--- src/rtl/bake_square_pkg.sv ---
// rtl/bake_square_pkg.sv - shared constants and FSM state type for the tile baker
package bake_square_pkg;
  localparam int         TILE_PX             = 20;
  localparam int         SCREEN_W            = 160;
  localparam int         GRID_W              = 8;
  localparam int         GRID_H              = 6;
  localparam logic [8:0] TRANSPARENT_DEFAULT = 9'h1FF;

  typedef enum logic [1:0] {
    S_IDLE,
    S_PRIME,
    S_WRITE,
    S_DONE
  } state_t;
endpackage

--- src/rtl/bake_square_tile_address_gen.sv ---
// rtl/bake_square_tile_address_gen.sv - tile pixel counters, ROM-latency delayed copies and background address
module tile_address_gen
  import bake_square_pkg::*;
#(
  parameter int TILE_W = TILE_PX
) (
  input  logic        clk,
  input  logic        reset,
  input  logic        en,
  input  logic [2:0]  gx,
  input  logic [2:0]  gy,
  output logic [8:0]  sprite_address,
  output logic [14:0] bg_address,
  output logic        last
);

  logic [4:0]  px, py, px_d, py_d;
  logic [14:0] row, col;

  always_ff @(posedge clk) begin
    if (reset) begin
      px   <= '0;
      py   <= '0;
      px_d <= '0;
      py_d <= '0;
    end else if (en) begin
      // delayed pair tracks the pixel whose ROM data arrives this cycle
      px_d <= px;
      py_d <= py;
      if (px == 5'(TILE_W - 1)) begin
        px <= '0;
        py <= (py == 5'(TILE_W - 1)) ? 5'd0 : py + 5'd1;
      end else begin
        px <= px + 5'd1;
      end
    end
  end

  assign sprite_address = {4'b0, py} * 9'(TILE_W) + {4'b0, px};

  assign row        = {12'b0, gy} * 15'(TILE_W) + {10'b0, py_d};
  assign col        = {12'b0, gx} * 15'(TILE_W) + {10'b0, px_d};
  assign bg_address = row * 15'(SCREEN_W) + col;

  assign last = (px_d == 5'(TILE_W - 1)) && (py_d == 5'(TILE_W - 1));

endmodule

--- src/rtl/bake_square.sv ---
// rtl/bake_square.sv - copies one sprite tile from ROM into the background RAM, skipping transparent pixels
module bake_square
  import bake_square_pkg::*;
#(
  parameter logic [8:0] TRANSPARENT = TRANSPARENT_DEFAULT,
  parameter int         TILE        = TILE_PX
) (
  input  logic        clk,
  input  logic        reset,
  input  logic        start,
  input  logic [3:0]  grid_x,
  input  logic [3:0]  grid_y,
  output logic [8:0]  sprite_address,
  input  logic [8:0]  sprite_q,
  output logic [14:0] bg_address,
  output logic [8:0]  bg_data,
  output logic        bg_wren,
  output logic        busy,
  output logic        done,
  output logic        error
);

  state_t      state;
  logic [2:0]  gx, gy;
  logic        last;
  logic        cnt_en;
  logic [14:0] pix_address;

  // counters step once in PRIME and on every WRITE cycle but the last, so they end wrapped at 0
  assign cnt_en = (state == S_PRIME) || ((state == S_WRITE) && !last);

  tile_address_gen #(
    .TILE_W (TILE)
  ) u_addr (
    .clk            (clk),
    .reset          (reset),
    .en             (cnt_en),
    .gx             (gx),
    .gy             (gy),
    .sprite_address (sprite_address),
    .bg_address     (pix_address),
    .last           (last)
  );

  always_ff @(posedge clk) begin
    if (reset) begin
      state      <= S_IDLE;
      gx         <= '0;
      gy         <= '0;
      bg_address <= '0;
      bg_data    <= '0;
      bg_wren    <= 1'b0;
      busy       <= 1'b0;
      done       <= 1'b0;
      error      <= 1'b0;
    end else begin
      bg_wren <= 1'b0;
      done    <= 1'b0;
      error   <= 1'b0;
      case (state)
        S_IDLE: begin
          if (start) begin
            if ((grid_x > 4'(GRID_W - 1)) || (grid_y > 4'(GRID_H - 1))) begin
              error <= 1'b1;
            end else begin
              gx    <= grid_x[2:0];
              gy    <= grid_y[2:0];
              busy  <= 1'b1;
              state <= S_PRIME;
            end
          end
        end
        S_PRIME: state <= S_WRITE;
        S_WRITE: begin
          bg_wren    <= (sprite_q != TRANSPARENT);
          bg_data    <= sprite_q;
          bg_address <= pix_address;
          if (last) state <= S_DONE;
        end
        S_DONE: begin
          done  <= 1'b1;
          busy  <= 1'b0;
          state <= S_IDLE;
        end
        default: state <= S_IDLE;
      endcase
    end
  end

endmodule

--- config.mk ---
export PLATFORM = sky130hd
export DESIGN_NAME = bake_square
export DESIGN_NICKNAME = d
export VERILOG_FILES = /design/src/rtl/bake_square_pkg.sv /design/src/rtl/bake_square_tile_address_gen.sv /design/src/rtl/bake_square.sv
export SDC_FILE = /design/constraint.sdc
export NUM_CORES = 1
export LEC_CHECK = 0
export ABC_AREA = 1
export ABC_CLOCK_PERIOD_IN_PS = 5800
export BUFFER_PORTS_ARGS = -buffer_cell sky130_fd_sc_hd__buf_2
export CAP_MARGIN = 20
export CORE_ASPECT_RATIO = 1.75
export CORE_UTILIZATION = 38
export DETAILED_ROUTE_END_ITERATION = 8
export GPL_TIMING_DRIVEN = 0
export PLACE_DENSITY = 0.53
export SYNTH_ARGS = -nofsm -noshare
export SYNTH_HDL_FRONTEND = slang
export SYNTH_SLANG_ARGS = --single-unit
--- constraint.sdc ---
create_clock -name clk -period 5.8 [get_ports clk]
set_input_delay 0.29 -clock clk [delete_from_list [all_inputs] [get_ports clk]]
set_output_delay 0.29 -clock clk [all_outputs]
set_load 0.05 [all_outputs]
-- Word-level counts from Yosys, hierarchy flattened
Cells that the tools add are included.
- flip-flop bits (word level): 56
- input bits: 20
- output and inout port bits: 37
- logic and storage cells: 64
- add/subtract/negate cells: 6
- $mul: 4
- $lt $le $gt $ge: 2
- equal/unequal tests: 11
- muxes and demuxes: 11
- bitwise logic cells: 4
- reduce and logical (&&, ||, !) cells: 13
- operator list (cell ; number):
    equality test 5 bit, second input constant ; 4
    adder 8 x 5 -> 9 bit ; 2
    adder 15 bit ; 1
    multiplier 15 x 3 -> 10 bit, second input constant ; 1
    multiplier 3 x 3 -> 6 bit, second input constant ; 2
    adder 5 x 1 -> 5 bit, second input constant ; 2
    two-way mux 5 bit ; 2
    adder 9 x 5 -> 9 bit ; 1
    != test 9 bit, second input constant ; 1
    AND reduction 3 bit ; 3
    > comparator 4 x 3 -> 1 bit, second input constant ; 2
    case mux 2 bit (4 select lines) ; 1
    multiplier 5 x 3 -> 7 bit, second input constant ; 1
    two-way mux 2 bit ; 3
    != test 2 bit, second input constant ; 3
    equality test 2 bit, second input constant ; 2
    two-way mux 1 bit ; 4
    NOT 1 bit ; 4
    OR reduction 3 bit ; 1
    equality test 2 x 1 -> 1 bit, second input constant ; 1
    logical AND 1 bit ; 2
    zero test 2 bit ; 1
    logical OR 1 bit ; 2
    case mux 1 bit (2 select lines) ; 1
    other kinds (4) ; 4

-- Longest topological paths before layout
- word-level depth: 6
- gate-level depth with buffers: 22

-- By module
A second synthesis with hierarchy kept.
- cells, all modules: 479
- area total of the unflattened synthesis: 3573.4 sq um
- by module, submodules not included (module ; times used ; cells each ; area an instance (sq um) ; seq. area each (sq um)):
    tile_address_gen ; 1 ; 304 ; 2217.1 ; 400.4
    bake_square ; 1 ; 175 ; 1356.3 ; 720.7

-- Least setup slack after synthesis
OpenSTA, ideal clock, no wires.
- path kind: register -> register
- start point: register gy[0]
- end point: register bg_address[14]
- data arrival time: 2.878 ns
- required time: 5.691 ns
- slack: 2.813 ns
- cell stages (with the launch flop): 19
- path buffers: 0
- cells stage by stage: dfxtp_1 ha_1 inv_1 fa_1 inv_1 ha_1 ha_1 fa_1 nand2_1 nor3_1 nor2_1 nor2_1 nand3_1 nor2_1 inv_1 nand2_1 nand3_1 nand2_1 inv_1
- longest elaborated chain between the ends: 4
- RTL lines (what ; line ; source):
    start: declaration ; bake_square.sv:24 ; logic [2:0] gx, gy;
    start signal: assignment ; bake_square.sv:67 ; gy <= grid_y[2:0];
    multiplier 3 x 3 -> 6 bit ; bake_square_tile_address_gen.sv:41 ; assign row = {12'b0, gy} * 15'(TILE_W) + {10'b0, py_d};
    adder 8 x 5 -> 9 bit ; bake_square_tile_address_gen.sv:41 ;
    multiplier 15 x 3 -> 10 bit ; bake_square_tile_address_gen.sv:43 ; assign bg_address = row * 15'(SCREEN_W) + col;
    adder 15 bit ; bake_square_tile_address_gen.sv:43 ;
    end signal: assignment ; bake_square.sv:77 ; bg_address <= pix_address;
    end: declaration ; bake_square.sv:15 ; output logic [14:0] bg_address,
No other way between the ends.
A chain may end at the register's enable or synchronous reset.

-- Worst setup path after layout
Ends and elaborated chain as after synthesis.

==> flow_metrics.env <==
export IMPL_vias=3207
export IMPL_hold_path_class="in2reg"
export IMPL_ctsHoldBuffers=0
export IMPL_period_share_pct=57.1
export IMPL_fillCellCount=997
export IMPL_drt_total_wl_mm=8.27
export IMPL_final_max_slew_viol_count=0
export IMPL_fmax_mhz=302
export IMPL_layout_commonest_cell="nand2_1"
export IMPL_rsz0062_at_grt="no"
export IMPL_synth_cells=471
export IMPL_cp_data_arrival_time_ps=3520
export IMPL_yosys_warnings=0
export IMPL_num_rows=46
export IMPL_die_x_um=75.4
export IMPL_relSlewSlack_pct=65.4
export IMPL_worstMarginPinSlew_ps=519
export IMPL_numClockSinks=56
export IMPL_die_area_mm2=0.00983
export IMPL_gp_congestion=0.794
export IMPL_overflow=0
export IMPL_yosysUniqueCellTypes=37
export IMPL_min_path_cells=3
export IMPL_r2r_end="bg_address[14]$_SDFFE_PP0P_"
export IMPL_start_util_pct=39.4
export IMPL_cts_buffers=5
export IMPL_outcome="completed"
export IMPL_cts_setup_buffers=0
export IMPL_antenna_found_initial=0
export IMPL_clockRootBuffer="clkbuf_16"
export IMPL_dpl_cell_count=647
export IMPL_synth_top_area_share_pct=31.3
export IMPL_synth_top_cell_by_area="dfxtp_1"
export IMPL_core_area_mm2=0.00909
export IMPL_grt_max_degree=18
export IMPL_fin_setup_tns_ps=0
export IMPL_clk_insertion_delay_late_ps=300
export IMPL_die_h_um=130
export IMPL_p_leak_nw=2.15
export IMPL_drv_cap=0
export IMPL_final_cell_mix="68 x nand2_1, 67 x inv_1, 57 x nor2_1, 57 x buf_2, 56 x dfxtp_1"
export IMPL_cp_required_ps=6000
export IMPL_reg2reg_slack_ps=2490
export IMPL_async_flop_share_pct=0
export IMPL_dpl_hpwl_mm=6.82
export IMPL_cp_max_fo=5
export IMPL_setup_viol=0
export IMPL_grt_pass1_vias=3055
export IMPL_power_density_mw_per_mm2=381
export IMPL_syn_area_mm2=0.00358
export IMPL_antenna_cells=0
export IMPL_remaining_drc_errors=0
export IMPL_worstSetupPathType="reg2reg"
export IMPL_grt_total_usage_pct=17.9
export IMPL_port_buffers=56
export IMPL_synth_top_cells_by_area="dfxtp_1 31%, ha_1 16%, nand2_1 7.1%"
export IMPL_wl_per_cell_um=12.6
export IMPL_hold_path_end="bg_data[2]$_SDFFE_PP0P_"
export IMPL_ir_drop_mv=0.196
export IMPL_antenna_left=0
export IMPL_fin_crit_ps=3310
export IMPL_r2r_start="gy[0]$_SDFFE_PP0P_"
export IMPL_fin_nets=605
export IMPL_drt_iter0_markers=71
export IMPL_final_cells=655
export IMPL_clock_skew_ps=6.39
export IMPL_ys_ff_latch=56
export IMPL_avgSynthCellArea_um2=7.61
export IMPL_clock_tree_buffer_depth=2
export IMPL_cts_tree="built"
export IMPL_cts_max_level=2
export IMPL_area_growth_pct=16.1
export IMPL_post_cts_resized=0
export IMPL_grt_pass1_wl_mm=13.4
export IMPL_holdCritStartpoint="sprite_q[2]"
export IMPL_via_per_inst=4.90
export IMPL_drive_above_1_share_pct=14.4
export IMPL_finalPower_mw=1.59
export IMPL_synth_edf_count=0
export IMPL_ioPinCount=57
export IMPL_finalHoldViolations=0
export IMPL_dr_pass1_iters=4
export IMPL_path_clk_slew_ps=70
export IMPL_seq_area_frac_synth_pct=31.3
export IMPL_end_kind="register"
export IMPL_rr_worst_depth=21
export IMPL_synthFlopType="dfxtp_1"
export IMPL_startpoint_type="register"
export IMPL_syn_nets=542
sequential cells by signal, indices dropped and copies added, names as in the netlist, 2 cells and up:
name / cells
bg_data: 9
gy: 3
u_addr.px_d: 5
u_addr.px: 5
u_addr.py: 5
gx: 3
bg_address: 15
u_addr.py_d: 5
state: 2
kinds of logic (layout without fill, tap and decap cells):
| kind of cell | Yosys count | in the layout | synth area share [%] |
|---|---|---|---|
| and+or+nand+nor | 183 | 183 | 23.0 |
| buffers and inverters | 81 | 145 | 9.26 |
| AOI/OAI and AO/OA | 76 | 76 | 11.5 |
| DFF | 56 | 56 | 31.3 |
| adders and majority gates | 51 | 51 | 19.1 |
| xor gates and xnor gates | 24 | 24 | 5.87 |
worst max-delay path, stage by stage, from the launching register on:
cell	delay, ps
dfxtp_1	390
ha_1	190
inv_1	50
fa_1	390
o21ai_0	190
nand2_1	110
xor2_1	140
inv_1	80
ha_1	300
ha_1	350
a21oi_1	200
nand2_1	70
nand2_1	70
nand2_1	100
inv_1	80
nand3_1	80
nor2_1	130
inv_1	50
nand2_1	60
nand3_1	80
nand2_1	70
inv_1	30
synthesized netlist by cell type, types with 7 or more instances:
cell type,number
nand2_1,68
inv_1,67
nor2_1,57
dfxtp_1,56
ha_1,45
o21ai_0,36
nand3_1,32
a21oi_1,30
xor2_1,17
nand4_1,8
clkbuf_1,7
xnor2_1,7
through the flow:
step | util (%) | hold WS (ps) | area [µm²] | worst slack (ps)
after detailed placement | 44.1 | 486 | 4010 | 2460
after global routing | 45.7 | 236 | 4160 | 2090
final | 45.7 | 230 | 4160 | 2490
after floorplan | - | 425 | 3580 | 2810
after global placement | 44.1 | 475 | 4010 | 2500
after CTS | 45.7 | 222 | 4160 | 2440
per-layer routing:
metal / global-route usage [%] / vias to the layer above / routed length (µm)
li1: - / 1659 / -
met1: 17.6 / 1496 / 3200
met2: 36.0 / 41 / 4760
met3: 2.53 / 11 / 142
met4: 6.43 / 0 / 168
met5: 0 / - / 0
cell type report:
class	instances	area, µm²	area share, %
Multi-Input combinational cell	334	2130	51.2
Tap cell	120	150	3.61
Clock buffer	6	129	3.10
Inverter	68	255	6.14
Timing Repair Buffer	56	280	6.74
Sequential cell	56	1120	27.0
Clock inverter	2	16.3	0.391
Buffer	13	76.3	1.84
worst max path at each step:
stage | from | end | slack, ps | depth (start not counted)
after floorplan | gy[0]$_SDFFE_PP0P_ | bg_address[14]$_SDFFE_PP0P_ | 2810 | 18
after global placement | gy[0]$_SDFFE_PP0P_ | bg_address[14]$_SDFFE_PP0P_ | 2500 | 21
after detailed placement | gy[0]$_SDFFE_PP0P_ | bg_address[14]$_SDFFE_PP0P_ | 2460 | 21
after CTS | gy[0]$_SDFFE_PP0P_ | bg_address[14]$_SDFFE_PP0P_ | 2440 | 21
after global routing | gy[0]$_SDFFE_PP0P_ | bg_address[14]$_SDFFE_PP0P_ | 2090 | 20
final | gy[0]$_SDFFE_PP0P_ | bg_address[14]$_SDFFE_PP0P_ | 2490 | 21
power by group:
part           internal, mW  total, mW  switching, mW
Sequential            0.473      0.533         0.0599
Combinational         0.223      0.749          0.526
Clock                 0.161      0.304          0.142
Note: power is estimated with default switching activity, not from simulation.
